$ cat config.mk
export PLATFORM = sky130hd
export DESIGN_NAME = cos_range_reducer
export DESIGN_NICKNAME = d
export VERILOG_FILES = /design/src/rtl/cos_fxp_pkg.sv /design/src/rtl/cos_quadrant_fold.sv /design/src/rtl/cos_range_reducer.sv
export SDC_FILE = /design/constraint.sdc
export NUM_CORES = 1
export LEC_CHECK = 0
export CAP_MARGIN = 20
export CORE_MARGIN = 3
export CORE_UTILIZATION = 50
export CTS_BUF_LIST = sky130_fd_sc_hd__clkbuf_8
export CTS_CLUSTER_DIAMETER = 30
export DETAILED_ROUTE_END_ITERATION = 12
export GPL_TIMING_DRIVEN = 0
export MAX_ROUTING_LAYER = met4
export PLACE_DENSITY = 0.75
export SKIP_LAST_GASP = 1
export SLEW_MARGIN = 20
export SYNTH_ARGS = -nofsm -noshare
export SYNTH_HDL_FRONTEND = slang
export SYNTH_SLANG_ARGS = --single-unit
export TNS_END_PERCENT = 20
$ cat constraint.sdc
create_clock -name clock -period 6.3 [get_ports clock]
set_input_delay 0.63 -clock clock [delete_from_list [all_inputs] [get_ports clock]]
set_output_delay 0.63 -clock clock [all_outputs]
set_load 0.05 [all_outputs]
$ cat src/rtl/cos_fxp_pkg.sv
// -----------------------------------------------------------------------------
// cos_fxp_pkg
//   Shared fixed-point definitions for the cosine datapath. The range reducer,
//   the cosine core and their benches all import this package.
//
//   Contents:
//     FRAC                   fraction bits, Q.23, for input and output angles
//     PI_2, PI, TWO_PI       angle constants in Q.23
//     TWO_PI_X8              8*TWO_PI, the coarse step used when
//                            COARSE_REDUCE_EN is defined
//     state_e                range-reducer FSM states
//     q1_23_t                24-bit unsigned Q1.23 angle word
// -----------------------------------------------------------------------------
package cos_fxp_pkg;

    localparam int FRAC = 23;

    localparam int unsigned PI_2      = 32'd13176795;
    localparam int unsigned PI        = 32'd26353589;
    localparam int unsigned TWO_PI    = 32'd52707179;
    localparam int unsigned TWO_PI_X8 = 32'd421657432;

    typedef enum logic [1:0] {
        IDLE = 2'd0,
        WRAP = 2'd1,
        FOLD = 2'd2
    } state_e;

    typedef logic [FRAC:0] q1_23_t;

endpackage

$ cat src/rtl/cos_quadrant_fold.sv
// -----------------------------------------------------------------------------
// cos_quadrant_fold
//   Purely combinational quadrant fold. Takes a remainder r in [0, TWO_PI)
//   and maps it to an angle in [0, PI_2] plus a negate flag, such that
//   cos(r) = (negate_out ? -1 : 1) * cos(angle_out).
//
//   Parameters:
//     WI          input angle width of the reducer; r_in is WI-1 bits
//     W           output angle width (Q1.23)
//
//   Ports:
//     r_in        input  [WI-2:0]  remainder, already wrapped below TWO_PI
//     angle_out   output [W-1:0]   folded angle, Q1.23, in [0, PI_2]
//     negate_out  output           1 when the cosine result must be negated
// -----------------------------------------------------------------------------
module cos_quadrant_fold
    import cos_fxp_pkg::*;
#(
    parameter int WI = 32,
    parameter int W  = 24
) (
    input  logic [WI-2:0] r_in,
    output logic [W-1:0]  angle_out,
    output logic          negate_out
);

    logic [WI-1:0] r_ext;
    logic [WI-1:0] r1;

    always_comb begin
        r_ext      = {1'b0, r_in};
        r1         = r_ext;
        angle_out  = '0;
        negate_out = 1'b0;

        // Upper half-turn: cos(2pi - x) = cos(x).
        if (r_ext >= WI'(PI)) begin
            r1 = WI'(TWO_PI) - r_ext;
        end

        // Second quadrant: cos(x) = -cos(pi - x). The Q.23 constants are
        // rounded so that TWO_PI - PI is PI + 1; r == PI therefore lands one
        // LSB past PI, and the subtraction is clamped to 0 (cos(pi) = -1).
        if (r1 > WI'(PI_2)) begin
            negate_out = 1'b1;
            if (r1 >= WI'(PI)) begin
                angle_out = '0;
            end else begin
                angle_out = W'(WI'(PI) - r1);
            end
        end else begin
            angle_out = W'(r1);
        end
    end

endmodule

$ cat src/rtl/cos_range_reducer.sv
// -----------------------------------------------------------------------------
// cos_range_reducer
//   Argument-reduction stage in front of the TaylorSeries cosine core. Maps a
//   signed Q8.23 angle in radians to [0, PI_2] in Q1.23 plus a result-negate
//   flag. angle_out / ready_out feed the core's angle_in / start directly.
//
//   Operation: IDLE captures |angle_in| on start, WRAP subtracts TWO_PI once
//   per cycle until the remainder is below TWO_PI, FOLD registers the quadrant
//   fold and pulses ready_out for one cycle.
//
//   Optional build macro:
//     COARSE_REDUCE_EN  WRAP first removes 8*TWO_PI per cycle while possible,
//                       cutting worst-case latency; results are identical.
//
//   Parameters:
//     WI          input angle width, signed Q8.23
//     W           output angle width, unsigned Q1.23
//
//   Ports:
//     clock       input           system clock, rising edge
//     reset       input           asynchronous active-low reset
//     start       input           one-cycle request pulse, sampled in IDLE only
//     angle_in    input  [WI-1:0] signed angle, Q8.23 radians
//     busy        output          high while an accepted request is in flight
//     ready_out   output          one-cycle completion pulse
//     angle_out   output [W-1:0]  reduced angle, held until next completion
//     negate_out  output          1 when cos(angle_in) = -cos(angle_out)
// -----------------------------------------------------------------------------
module cos_range_reducer
    import cos_fxp_pkg::*;
#(
    parameter int WI = 32,
    parameter int W  = 24
) (
    input  logic          clock,
    input  logic          reset,
    input  logic          start,
    input  logic [WI-1:0] angle_in,
    output logic          busy,
    output logic          ready_out,
    output logic [W-1:0]  angle_out,
    output logic          negate_out
);

    localparam logic [WI-2:0] TWO_PI_R = (WI-1)'(TWO_PI);
`ifdef COARSE_REDUCE_EN
    localparam logic [WI-2:0] TWO_PI_X8_R = (WI-1)'(TWO_PI_X8);
`endif

    state_e        state_q, state_d;
    logic [WI-2:0] r_q, r_d;
    logic          busy_q, busy_d;
    logic          ready_q, ready_d;
    logic [W-1:0]  angle_q, angle_d;
    logic          negate_q, negate_d;

    logic [WI-2:0] abs_in;
    logic [W-1:0]  fold_angle;
    logic          fold_negate;

    // |angle_in| in WI-1 bits. -2^(WI-1) has no positive counterpart and
    // saturates to the largest representable magnitude.
    always_comb begin
        if (!angle_in[WI-1]) begin
            abs_in = angle_in[WI-2:0];
        end else if (angle_in == {1'b1, {(WI-1){1'b0}}}) begin
            abs_in = '1;
        end else begin
            abs_in = (WI-1)'(-angle_in);
        end
    end

    cos_quadrant_fold #(
        .WI (WI),
        .W  (W)
    ) u_fold (
        .r_in       (r_q),
        .angle_out  (fold_angle),
        .negate_out (fold_negate)
    );

    // State and datapath registers.
    always_ff @(posedge clock or negedge reset) begin
        if (!reset) begin
            state_q  <= IDLE;
            r_q      <= '0;
            busy_q   <= 1'b0;
            ready_q  <= 1'b0;
            angle_q  <= '0;
            negate_q <= 1'b0;
        end else begin
            state_q  <= state_d;
            r_q      <= r_d;
            busy_q   <= busy_d;
            ready_q  <= ready_d;
            angle_q  <= angle_d;
            negate_q <= negate_d;
        end
    end

    // Next-state logic. The coarse step is always larger than TWO_PI, so
    // r < TWO_PI alone decides when wrapping is finished.
    always_comb begin
        state_d = state_q;
        case (state_q)
            IDLE: if (start) state_d = WRAP;
            WRAP: if (r_q < TWO_PI_R) state_d = FOLD;
            FOLD: state_d = IDLE;
            default: state_d = IDLE;
        endcase
    end

    // Datapath and output register updates.
    always_comb begin
        r_d      = r_q;
        busy_d   = busy_q;
        ready_d  = 1'b0;
        angle_d  = angle_q;
        negate_d = negate_q;
        case (state_q)
            IDLE: begin
                if (start) begin
                    r_d    = abs_in;
                    busy_d = 1'b1;
                end
            end
            WRAP: begin
`ifdef COARSE_REDUCE_EN
                if (r_q >= TWO_PI_X8_R) begin
                    r_d = r_q - TWO_PI_X8_R;
                end else if (r_q >= TWO_PI_R) begin
                    r_d = r_q - TWO_PI_R;
                end
`else
                if (r_q >= TWO_PI_R) begin
                    r_d = r_q - TWO_PI_R;
                end
`endif
            end
            FOLD: begin
                angle_d  = fold_angle;
                negate_d = fold_negate;
                ready_d  = 1'b1;
                busy_d   = 1'b0;
            end
            default: begin
                busy_d = 1'b0;
            end
        endcase
    end

    assign busy       = busy_q;
    assign ready_out  = ready_q;
    assign angle_out  = angle_q;
    assign negate_out = negate_q;

endmodule

==> metrics.cfg <==
[logic_synthesis]
synth_fp_nets = 813
async_flop_share_pct = 100
synthCells = 770
ys_seq_area_share_pct = 25.4
yosys.area.top_type = dfrtp_1
synth.area.top_cells = dfrtp_1 25%, a21oi_1 6.9%, o21ai_0 5.2%
synth-edff-count = 0
ys_ff_latch = 60
yosys_warnings = 0
postSynthAreaPerCell_um2 = 7.67
yosys.cell_types.count = 92
synth_top_area_share_pct = 25.4
ys.flop_type = dfrtp_1
synth_area_um2 = 5910

[drt]
wire_per_inst_um = 19.8
via_per_inst = 6.55
route.detailed.drc = 0
vias = 6482
first_iter_violations = 538
dr.pass1.iters = 6
drt_wl_total_mm = 19.6
ant_nets = 0

[cells_and_area]
nets = 886
final_cell_mix = 82 x a21oi_1, 67 x nand2_1, 66 x nor2_1, 61 x o21ai_0
diodes = 0
layout_commonest_cell = a21oi_1
drive_gt1_share_pct = 8.38
fin_util_pct = 60.0
n_fill_cell = 1041
areaGrowthSynthToFinish_pct = 16.5

[floorplan]
core_um2 = 11500
dieArea_um2 = 13200
fp.dieH_um = 115
die_x_um = 115
start_util_pct = 51.5
rows = 39
ios = 62

[clock_tree]
clock_tree.root_cell = clkbuf_8
clkSinkCount = 60
numCtsBuffers = 9
cts_resized = 0
clockBufferDepth = 2
htree_num_levels = 3
post_cts_buffers = 0
clk_pin_slew_ns = 0.07
worstSkewPairLatency_ns = 0.37
cts_tree = yes
ctsHoldBuffers = 0

[timing]
rsz0062_at_grt = no
fin_skew_ns = 0.0136
min_period_ns = 4.95
finalSetupViolations = 0
period_share_pct = 78.6
max_freq_ghz = 0.202
report.final.slew_viol_count = 0
tns_ns = 0
hold_violations = 0
worst_pin_slew_ns = 0.821
slew_headroom_pct = 44.9

[pwr]
intPower_w = 0.00157
cellPowerDensity_nw_per_um2 = 503
seqPwrFrac_pct = 18.5
peakVddDrop_mv = 0.266
p_sw_share_pct = 54.6
clkPwrFrac_pct = 9.0
pwr-share-comb_pct = 72.5
p_sw_w = 0.00189
p_leak_nw = 2.60

[global_routing]
grt_pass1_vias = 6154
gr-usage-met3_pct = 3.22
grt_first_pass_wirelength_mm = 31.6
grt-busiest-layer = met2
grtUsageMet2_pct = 52.5
antenna_found_initial = 0
grt_overflow = 0
grt_use_met1_pct = 37.6
grt_max_degree = 38
grt_use_total_pct = 31.1

[critical_path]
cp.required_ns = 6.53
cp_slowest_cell = a311oi_1
cp-end-kind = flip-flop
cp-start-kind = flip-flop
path_max_fanout = 10
cp.arrival_ns = 5.17
crit_top_cell = ha_1
crit_chain = clkbuf_1 -> inv_1 -> ha_1 -> nand4_1 -> nor4_2 -> a211o_2 -> buf_6 -> nor2_2 -> buf_2 -> xnor2_1 -> ha_1 -> o22a_1 -> o21ai_0 -> nand2_1 -> o2111ai_1 -> a311oi_1 -> nor4_1 -> o21bai_1 -> a31oi_1
slowest_delay_ns = 0.59
critPathKind = reg2reg

[min_path]
hp-class = in2async

[outcome]
status = completed

[placed_design]
dp_hpwl_mm = 15.5
gp_congestion = 0.972
numPortBuffers = 61

[flow_run]
max-cap-violations = 0

-- through the flow --
step / hold WS, ns / setup slack, ns / instance area [um^2] / instances / power, W
6_report: 0.153 / 1.35 / 6880 / 990 / 0.00347
5_1_grt: 0.184 / 1.01 / 6880 / 990 / 0.00373
4_1_cts: 0.163 / 1.44 / 6880 / 990 / 0.00340
3_5_place_dp: 0.467 / 1.45 / 6720 / 975 / 0.00308
3_3_place_gp: 0.458 / 1.51 / 6700 / 974 / 0.00304
2_1_floorplan: 0.334 / 2.56 / 5910 / 770 / 0.00248
-- registers in the layout, summed over array words and instances, names as in the netlist --
register and cells:
r_q 31, angle_out 24, state_q 2, busy 1, negate_out 1, ready_out 1
-- final timing paths --
path | startpoint | slack (ns) | cells after the start | endpoint
setup / recovery | r_q[3] | 1.35 | 19 | angle_out[21]
hold reg to reg | angle_out[11] | 0.48 | 2 | angle_out[11]
setup reg to reg | r_q[3] | 1.35 | 19 | angle_out[21]
hold / removal | reset | 0.15 | 1 | angle_out[20]
max in group asynchronous | reset | 5.64 | 2 | r_q[17]
min in group clock | angle_out[11] | 0.48 | 2 | angle_out[11]
-- cells by family (layout without fill, tap and decap cells) --
kind of cell             after synthesis  after routing  share of synthesized area [%]
multiplexers                           2              2                          0.381
buffers and inverters                 70            147                           5.27
AND/OR/NAND/NOR                      259            259                           22.3
adder cells (fa/ha/maj)                8              8                           1.69
flip-flops                            60             60                           25.4
XOR/XNOR                              56             56                           8.43
AO/OA/AOI/OAI                        315            315                           36.5
-- metal layers --
layer  part of all wire (%)  vias to the layer above
met4                    3.6                        0
li1                       -                     3051
met2                     48                      316
met3                    6.3                       56
met1                     42                     3059
met5                      0                        -
-- power groups by stage --
stage | logic, W | clock network [W] | registers, W
floorplan | 0.00180 | 0 | 0.000678
global placement | 0.00241 | 0 | 0.000635
detailed placement | 0.00244 | 0 | 0.000642
CTS | 0.00245 | 0.000313 | 0.000634
global route | 0.00274 | 0.000331 | 0.000656
finish | 0.00251 | 0.000313 | 0.000640
-- synthesized netlist by cell type, types with 11 or more instances --
library cell	n
a31oi_1	17
a21oi_1	82
xnor2_1	26
xor2_1	29
buf_2	11
nor2_1	66
inv_1	14
nand2_1	67
o21ai_0	61
o31ai_1	20
nor3_1	22
clkbuf_1	37
dfrtp_1	60
o22a_1	13
nand3_1	22
-- final cells by class --
type                            count  area [um^2]  area share [%]
Buffer                             56          259            3.76
Tap cell                          143          179            2.60
Clock inverter                      5         30.0           0.436
Sequential cell                    60         1500            21.8
Timing Repair Buffer               62          628            9.13
Multi-Input combinational cell    640         4100            59.5
Clock buffer                       10          138            2.00
Inverter                           14         52.6           0.763
-- worst max-delay path, delay by kind of cell, from the launching register on --
family          cells  cell delay, ns
compound gates      7            1.80
buf+inv             4            1.03
simple gates        5            0.69
fa+ha+maj           2            0.65
flops               1            0.39
xor+xnor            1            0.21
Power figures use the tool's default switching activity.
==> patch 1: new RTL, same settings <==
`r_q` no longer has a reset.
--- a/src/rtl/cos_range_reducer.sv
+++ b/src/rtl/cos_range_reducer.sv
@@ -84,5 +84,4 @@
         if (!reset) begin
             state_q  <= IDLE;
-            r_q      <= '0;
             busy_q   <= 1'b0;
             ready_q  <= 1'b0;
@@ -91,5 +90,4 @@
         end else begin
             state_q  <= state_d;
-            r_q      <= r_d;
             busy_q   <= busy_d;
             ready_q  <= ready_d;
@@ -97,4 +95,8 @@
             negate_q <= negate_d;
         end
+    end
+
+    always_ff @(posedge clock) begin
+        r_q <= r_d;
     end
 
Formal check against the unedited RTL: same outputs for any inputs over 4 cycles, from zero or initial values and one cycle with reset low; that may be too few to reach the edited logic, so the function may still have changed.
==> patch 1 against the original RTL <==
Sequential cell count is the same; routed wire length shrank 19%; final area shrank 5.6%; setup slack gained 0.045 ns; area after synthesis shrank 6.9%; total power shrank 1.0%; via count shrank 17%; critical endpoint is now angle_out[23]$_DFFE_PN0P_.
==> patch 1: results (changes against the original RTL) <==
drt first pass iters=5 (-1); Seq/Total Area, Yosys=30.1% (+4.7 points); multi-input gate share of the layout cell area=55.3% (-4.2 points); fraction of layout instances using a drive strength above 1=6.25% (-2.1 points); register share of the cell area=25.5% (+3.7 points); Via Count=5,412 (-17%); area added between synthesis and finish=18.1%; combined area of all synthesized cells=5500 µm² (-6.9%); dpl hpwl=12.6 mm (-19%); wire length reported by the detailed router=15.8 mm (-19%); global router's overall resource usage=26.2% (-4.8 points); clock network area share=2.81% (+0.38 points); clock latency at the later pin of the worst-skew pair=0.35 ns (-0.02 ns); status=completed; worst ir drop on vdd=193 µV (-28%); WL/cell=17.8 µm (-10%); compound-cell area share of the yosys netlist=26.6% (-9.9 points); count of flip-flops with a built-in enable after synthesis=31 (+31); DRC violation total after the first TritonRoute iteration=384 (-29%); top achievable clock speed=204 MHz (+0.93%); fillcell total=991 (-4.8%); R2R setup slack=1.40 ns (+0.05 ns); post-synthesis share of cell area spent on xor and xnor gates=14.0% (+5.6 points); layout net count=790 (-11%); count of distinct cell types in the synthesized netlist=70 (-24%); portion of the layout cell area used by non-clock buffers=12.7% (-0.17 points); Non-Clock Inverter Count=18 (+4); Register-to-Register Path Depth=12 (-7); Root Buffer=clkbuf_8; critical path startpoint=r_q[26]$_DFFE_PP_; cell area reported after detailed placement=6310 µm² (-6.0%); multi-input combinational cell count=551 (-14%); slew at the pin with the worst max-slew slack=0.945 ns (+0.123 ns); vias in the first global route=5,245 (-15%); Most used DFF post-synth=edfxtp_1; Synth Area in Adders=1.82% (+0.13 points); largest net degree at the start of global routing=30 (-21%); first-pass GRT wire length=26.0 mm (-18%); non-clock buffer count in the final layout=107 (-9.3%); data arrival at the endpoint of the critical path=5.16 ns (about the same); last element of the critical path=angle_out[23]$_DFFE_PN0P_; post-synth net total=717 (-12%); worst-case hold slack=0.294 ns (+0.141 ns); Placer Congestion=0.946 (-2.7%); ranking of synthesized cells by instance count=nand2_1, nor2_1, xnor2_1; number of instances in the placed design=872 (-11%)
patch 1: where the power goes:
group | leakage (nW) | internal, W | switching (W) | total, W
combinational | 1.58 | 0.000879 | 0.00145 | 0.00233
clock | 0.0953 | 0.000177 | 0.000159 | 0.000336
sequential | 0.718 | 0.000647 | 0.000121 | 0.000768
total | 2.39 | 0.00170 | 0.00173 | 0.00343
patch 1: metal layers:
layer / vias up / global-route usage, % / share of wire, %
li1: 2669 / - / -
met1: 2528 / 32.7 / 45
met2: 182 / 43.6 / 47
met3: 33 / 3.00 / 4.7
met4: 0 / 10.5 / 3.0
met5: - / - / 0
patch 1: critical path: stages (launching register included):
cell,delay [ns]
edfxtp_1,0.51
nor4_1,0.46
nand2b_1,0.20
nor3_2,0.53
clkbuf_1,0.52
a31oi_1,0.19
xnor2_1,0.78
o211ai_1,0.29
o22ai_1,0.19
o22ai_1,0.17
or2_1,0.36
or4_1,0.53
o311ai_1,0.08
==> patch 2: new RTL, config.mk and constraints unchanged <==
Made on the original files. The option `COARSE_REDUCE_EN` is turned on by a define.
--- a/src/rtl/cos_range_reducer.sv
+++ b/src/rtl/cos_range_reducer.sv
@@ -27,4 +27,6 @@
 //     negate_out  output          1 when cos(angle_in) = -cos(angle_out)
 // -----------------------------------------------------------------------------
+`define COARSE_REDUCE_EN
+
 module cos_range_reducer
     import cos_fxp_pkg::*;
Function: changed (a bounded check fails within 10 cycles, from zero or initial values and one cycle with reset low).
==> patch 2 against the original RTL <==
Maximum frequency fell by 3.1%; sequential power fell by 1%; via count rose by 7.8%; first-iteration DRC count rose by 22%; routed wire length rose by 7.6%; utilization rose by 0.29 points; critical path depth fell by 6; largest cell class unchanged; critical endpoint is now angle_out[11]$_DFFE_PN0P_; setup slack got worse by 0.16 ns; highest routed layer unchanged; total power rose by 13%; area after synthesis rose by 7.6%; final area rose by 7.0%; sequential cell count did not move; combinational power rose by 18%.
==> patch 2: results (changes against the original RTL) <==
met1 Usage GRT=38.9% (+1.4 points); Layout Skew=0.0167 ns (+0.00308 ns); top achievable clock speed=196 MHz (-3.1%); cell area reported after detailed placement=7200 µm² (+7.2%); Via Count=6,988 (+7.8%); count of distinct cell types in the synthesized netlist=78 (-15%); Register-to-Register Path Depth=13 (-6); status=completed; worst ir drop on vdd=214 µV (-20%); R2R setup slack=1.19 ns (-0.16 ns); worst reg2reg endpoint=angle_out[11]$_DFFE_PN0P_; fraction of layout instances using a drive strength above 1=7.48% (-0.90 points); Switching Fraction=54.5% (-0.083 points); data arrival at the endpoint of the critical path=5.34 ns (+0.17 ns); WL/cell=19.4 µm (-2.3%); worst-case hold slack=0.182 ns (+0.0293 ns); dpl hpwl=16.5 mm (+6.9%); critical path startpoint=r_q[4]$_DFFE_PN0P_; global router's overall resource usage=30.5% (-0.56 points); largest net degree at the start of global routing=34 (-11%); slew at the pin with the worst max-slew slack=1.11 ns (+0.293 ns); power in the clock group=0.000321 W (+3%); slowest cell delay on critical path=0.91 ns (+0.32 ns); Setup Slack @ Placement=1.37 ns (-0.0773 ns); ranking of synthesized cells by instance count=nor2_1, o21ai_0, nand2_1; net switching power figure=0.00213 W (+12%); drt first pass iters=8 (+2); vias in the first global route=6,391 (+3.9%)
[patch 2: cell types whose count changed after synthesis, moves of 7 or more]
cell and change:
xnor2_1 +14, a21oi_1 -27, o31ai_1 +9, nand4_1 -7, or3_1 +9, nor2_1 +12, inv_1 +10, o21ai_0 +13
a32oi_1 +8
[patch 2: logic make-up after synthesis]
group / after synthesis / share of synthesized area, %
flip-flops: 60 / 23.6
AO/OA/AOI/OAI: 316 / 34.2
AND/OR/NAND/NOR: 287 / 23.0
buffers and inverters: 92 / 5.92
multiplexers: 8 / 1.32
XOR/XNOR: 68 / 9.37
adder cells (fa/ha/maj): 13 / 2.56
[patch 2: cell type report]
class | instances | share of cell area (%)
sequential | 60 | 20.4
multi-input combinational | 692 | 60.8
tap | 168 | 2.85
timing repair buffer | 62 | 8.53
clock inverter | 6 | 0.408
buffer | 64 | 3.69
clock buffer | 10 | 1.87
inverter | 28 | 1.43
